### config.mk
export PLATFORM = sky130hd
export DESIGN_NAME = shifter_sequential
export DESIGN_NICKNAME = d
export VERILOG_FILES = /design/src/rtl/shifter_sequential.sv
export SDC_FILE = /design/constraint.sdc
export NUM_CORES = 1
export LEC_CHECK = 0
export CAP_MARGIN = 20
export CORE_MARGIN = 2
export CORE_UTILIZATION = 44
export CTS_BUF_LIST = sky130_fd_sc_hd__clkbuf_8
export CTS_CLUSTER_SIZE = 28
export DETAILED_ROUTE_END_ITERATION = 8
export PLACE_DENSITY = 0.79
export SLEW_MARGIN = 20
export SYNTH_ARGS = -nofsm -noshare
export SYNTH_HDL_FRONTEND = slang
export SYNTH_SLANG_ARGS = --single-unit
export TNS_END_PERCENT = 10
### constraint.sdc
create_clock -name clk -period 1.6 [get_ports clk]
set_input_delay 0.32 -clock clk [delete_from_list [all_inputs] [get_ports clk]]
set_output_delay 0.32 -clock clk [all_outputs]
set_load 0.05 [all_outputs]
### src/rtl/shifter_sequential.sv
// rtl/shifter_sequential.sv - sequential one-bit-per-cycle 32-bit shifter with lost-bit flag
module shifter_sequential (
  input  logic        clk,
  input  logic        rst,
  input  logic        start,
  input  logic        abort,
  input  logic        sh_dir,
  input  logic        neg,
  input  logic [4:0]  amt,
  input  logic [31:0] operand,
  output logic [31:0] result,
  output logic        busy,
  output logic        done,
  output logic        lost
);

  typedef enum logic [1:0] {IDLE, SHIFT, FINISH} state_t;

  state_t      state, state_nxt;
  logic [4:0]  cnt;
  logic        dir_q;
  logic        neg_q;

  always_ff @(posedge clk or posedge rst) begin
    if (rst) state <= IDLE;
    else     state <= state_nxt;
  end

  always_comb begin
    state_nxt = state;
    case (state)
      IDLE:    if (start) state_nxt = (amt != 5'd0) ? SHIFT : FINISH;
      SHIFT:   if (abort) state_nxt = IDLE;
               else if (cnt == 5'd1) state_nxt = FINISH;
      FINISH:  state_nxt = IDLE;
      default: state_nxt = IDLE;
    endcase
  end

  // An aborted cycle performs no shift, so the partial result stays visible.
  always_ff @(posedge clk or posedge rst) begin
    if (rst) begin
      result <= 32'h0000_0000;
      cnt    <= 5'd0;
      dir_q  <= 1'b0;
      neg_q  <= 1'b0;
      lost   <= 1'b0;
    end else begin
      case (state)
        IDLE: if (start) begin
          result <= operand;
          cnt    <= amt;
          dir_q  <= sh_dir;
          neg_q  <= neg;
          lost   <= 1'b0;
        end
        SHIFT: if (!abort) begin
          cnt <= cnt - 5'd1;
          if (dir_q) begin
            result <= {neg_q, result[31:1]};
            lost   <= lost | result[0];
          end else begin
            result <= {result[30:0], 1'b0};
            lost   <= lost | result[31];
          end
        end
        default: ;
      endcase
    end
  end

  assign busy = (state == SHIFT);
  assign done = (state == FINISH);

endmodule

==> impl_metrics.csv <==
group,metric,value,unit
status,outcome,"finished with violations",
worst_setup_path,cp_top_family,"multiplexers",
power,p_leak,0.00196,µW
worst_setup_path,cpPeakStageDelay,0.39,ns
clock_tree,clk_latency,0.30,ns
worst_setup_path,r2r_start,"state[1]",
timing,finalSetupViolations,8,
global_route,grt_use_total,24.5,%
finish,utilization,78.7,%
worst_setup_path,r2r_cells,5,
worst_setup_path,critPathKind,"flip-flop to flip-flop",
finish,drive_gt1_share,53.2,%
floorplanning,core-area,5570,µm²
drt,remaining_drc_errors,0,
floorplanning,dieHeight,80.4,µm
synth,ys_seq_area_share,40.9,%
clock_tree,htreeDepth,2,
synth,syn_inst,203,
worst_setup_path,endpoint,"result[4]",
drt,wirelength,7.89,mm
finish,area_delta_synth_final,70.7,%
timing,setup_ws,-0.0398,ns
timing,fin_tns_setup,-0.0989,ns
worst_setup_path,crit_chain,"nand2b_4, inv_4, bufbuf_16, mux2_2, mux2_2",
synth,synth_seq_cells,42,
timing,rsz0062_at_grt,"true",
synth,yosys_warnings,0,
timing,hold_violations,0,
clock_tree,ctsLongestPathBuffers,2,
drt,routedWlPerCell,20.4,µm
worst_setup_path,cp_data_arrival_time,1.82,ns
clock_tree,holdBufCountCts,0,
global_route,grt-ovfl-total,0,
clock_tree,cts_sinks,42,
global_route,grt_first_pass_wirelength,12.0,mm
timing,final.setup_skew,0.0102,ns
finish,antennaDiodeCount,0,
synth,syn_nets,248,
power,ir_drop,0.00125,V
clock_tree,cts_root_buf,"clkbuf_8",
worst_setup_path,r2r_setup_slack,-0.04,ns
drt,viasPerCell,5.62,
worst_setup_path,reg2reg_to,"result[4]",
placement,port_buffers,77,
floorplanning,fp-row-count,27,
finish,layout.cells.non_filler,386,
drt,drtAntennaViolNets,0,
drt,first_iter_violations,126,
floorplanning,die-area,6470,µm²
worst_setup_path,worstPathMaxFanout,10,
drt,num_vias,2171,
finish,nets,358,
synth,synth_cell_types,38,
worst_setup_path,critPathSlowestCell,"dfrtp_1",
worst_setup_path,crit_buf_inv,2,
worst_hold_path,hold_path_class,"input port to async pin",
global_route,antenna_found_initial,0,
status,violations,"setup timing",
timing,period_minus_slack,1.64,ns
floorplanning,start_util,46.1,%
timing,tightest_slew,0.458,ns
timing,finalCritPeriodShare,102,%
power,power.density,2220,nW/µm²
placement,place_inst,367,
clock_tree,cts_tree,"done",
global_route,grt_pass1_vias,2327,
job,maxCapViolations,0,
worst_setup_path,end_kind,"flip-flop",
clock_tree,clkTransAtPathRegs,0.09,ns
worst_setup_path,cp_num_cells,5,
synth,syn_area_per_cell,12.7,µm²
worst_setup_path,startpoint,"state[1]",
clock_tree,cts_buffers,5,
floorplanning,io_pins,78,
drt,drt_pass1_iterations,4,
synth,syn_area,2570,µm²
worst_setup_path,worst_path_most_repeated_cell,"mux2_2",
timing,report.final.slew_viol_count,0,
worst_setup_path,worstPathRequired,1.78,ns
global_route,grt_max_degree,33,
timing,relSlewSlack,69.2,%
timing,max_freq,0.610,GHz
placement,routabilityCongestion,0.887,
placement,dpl.hpwl,5.02,mm
worst_setup_path,start_kind,"flip-flop",
floorplanning,die_x,80.4,µm
## flip-flops by register name (all words and copies together) (netlist names)
| signal | count |
|---|---|
| neg_q | 1 |
| dir_q | 1 |
| result | 32 |
| cnt | 5 |
| lost | 1 |
| state | 2 |
## layer usage
| metal | track usage [%] | share of wire (%) |
|---|---|---|
| met1 | 30.9 | 42 |
| met2 | 42.7 | 52 |
| met3 | 4.16 | 4.5 |
| met4 | 7.63 | 1.5 |
| met5 | 0 | 0 |
## cells in the mapped netlist (all sizes together)
cell type | count | area (µm²)
o31ai | 1 | 7.51
ha | 2 | 25.0
o2bb2ai | 1 | 8.76
nor4b | 3 | 26.3
nand2 | 2 | 7.51
and2b | 1 | 7.51
clkbuf | 1 | 3.75
a2bb2oi | 2 | 17.5
or3b | 1 | 8.76
or3 | 2 | 12.5
nor2 | 1 | 3.75
inv | 8 | 30.0
and3b | 1 | 8.76
nor3 | 5 | 25.0
a21oi | 4 | 23.8
nor2b | 1 | 6.26
nor3b | 2 | 20.0
a22oi | 1 | 7.51
nand2b | 3 | 18.8
a221o | 4 | 40.0
a211o | 1 | 8.76
buf | 13 | 111
o211ai | 1 | 7.51
mux2 | 85 | 957
or4 | 1 | 7.51
o21ai | 2 | 10.0
nand3b | 1 | 7.51
o221a | 1 | 11.3
o22ai | 2 | 12.5
a221oi | 2 | 17.5
dfrtp | 42 | 1050
mux2i | 6 | 60.1
## kinds of logic (layout without fill, tap and decap cells)
| kind of cell | Yosys count | count (layout) | share of synthesized area (%) |
|---|---|---|---|
| AOI/OAI and AO/OA | 22 | 22 | 6.72 |
| adders and majority gates | 2 | 2 | 0.973 |
| buffers and inverters | 22 | 133 | 5.64 |
| DFF | 42 | 42 | 40.9 |
| muxes | 91 | 91 | 39.6 |
| and+or+nand+nor | 24 | 24 | 6.23 |
## metrics by stage
| stage | hold WS (ns) | instance area, µm² | worst slack [ns] | total power (µW) |
|---|---|---|---|---|
| 6_report | 0.277 | 4390 | -0.0398 | 9750 |
| 5_1_grt | 0.321 | 4390 | -0.0600 | 10200 |
| 4_1_cts | 0.281 | 4260 | -0.0300 | 9340 |
| 3_5_place_dp | 0.485 | 3950 | -0.234 | 8110 |
| 3_3_place_gp | 0.472 | 3950 | -0.198 | 7960 |
| 2_1_floorplan | 0.453 | 2570 | -0.0646 | 5330 |
## where the power goes
group	internal, µW	switching (µW)	leakage, µW
sequential	1570	814	0.000497
clock	464	388	0.0000504
combinational	3650	2870	0.00141
## worst min-delay path by stage
stage / from / to / slack, ns / cells past startpoint
after global routing: rst / result[1] / 0.32 / 2
after global placement: neg_q / neg_q / 0.47 / 1
final: rst / result[1] / 0.28 / 2
after CTS: rst / result[1] / 0.28 / 2
after detailed placement: neg_q / neg_q / 0.48 / 1
after floorplan: amt[3] / state[0] / 0.45 / 2
## placed cells by master (no fill, tap or decap), types with 2 or more instances in the layout
cell              n
dfrtp_2           2
or3_1             2
o21ai_1           2
a221o_1           4
clkbuf_8          5
buf_4            31
buf_8             2
nand2b_4          3
mux2i_1           6
mux2_4           37
mux2_2           35
nand2_1           2
ha_1              2
nor3_1            5
mux2_1           13
clkdlybuf4s50_1  42
inv_1             6
nor4b_1           3
buf_12           39
dfrtp_1          40
clkinvlp_4        2
a21oi_1           3
a2bb2oi_1         2
o22ai_1           2
## cell type report
class	instances	area [µm²]
Clock buffer	5	68.8
Clock inverter	3	45.0
Fill cell	330	1190
Inverter	8	32.5
Multi-Input combinational cell	139	1570
Sequential cell	42	1050
Tap cell	72	90.1
Timing Repair Buffer	117	1530
## repair_timing
item,in CTS,in global routing
hold endpoints to repair,0,0
gates cloned,2,0
gates resized for setup,19,35
buffers inserted,9,0
setup endpoints to repair,21,36
pin swaps,1,0
(Power assumes the default switching activity.)
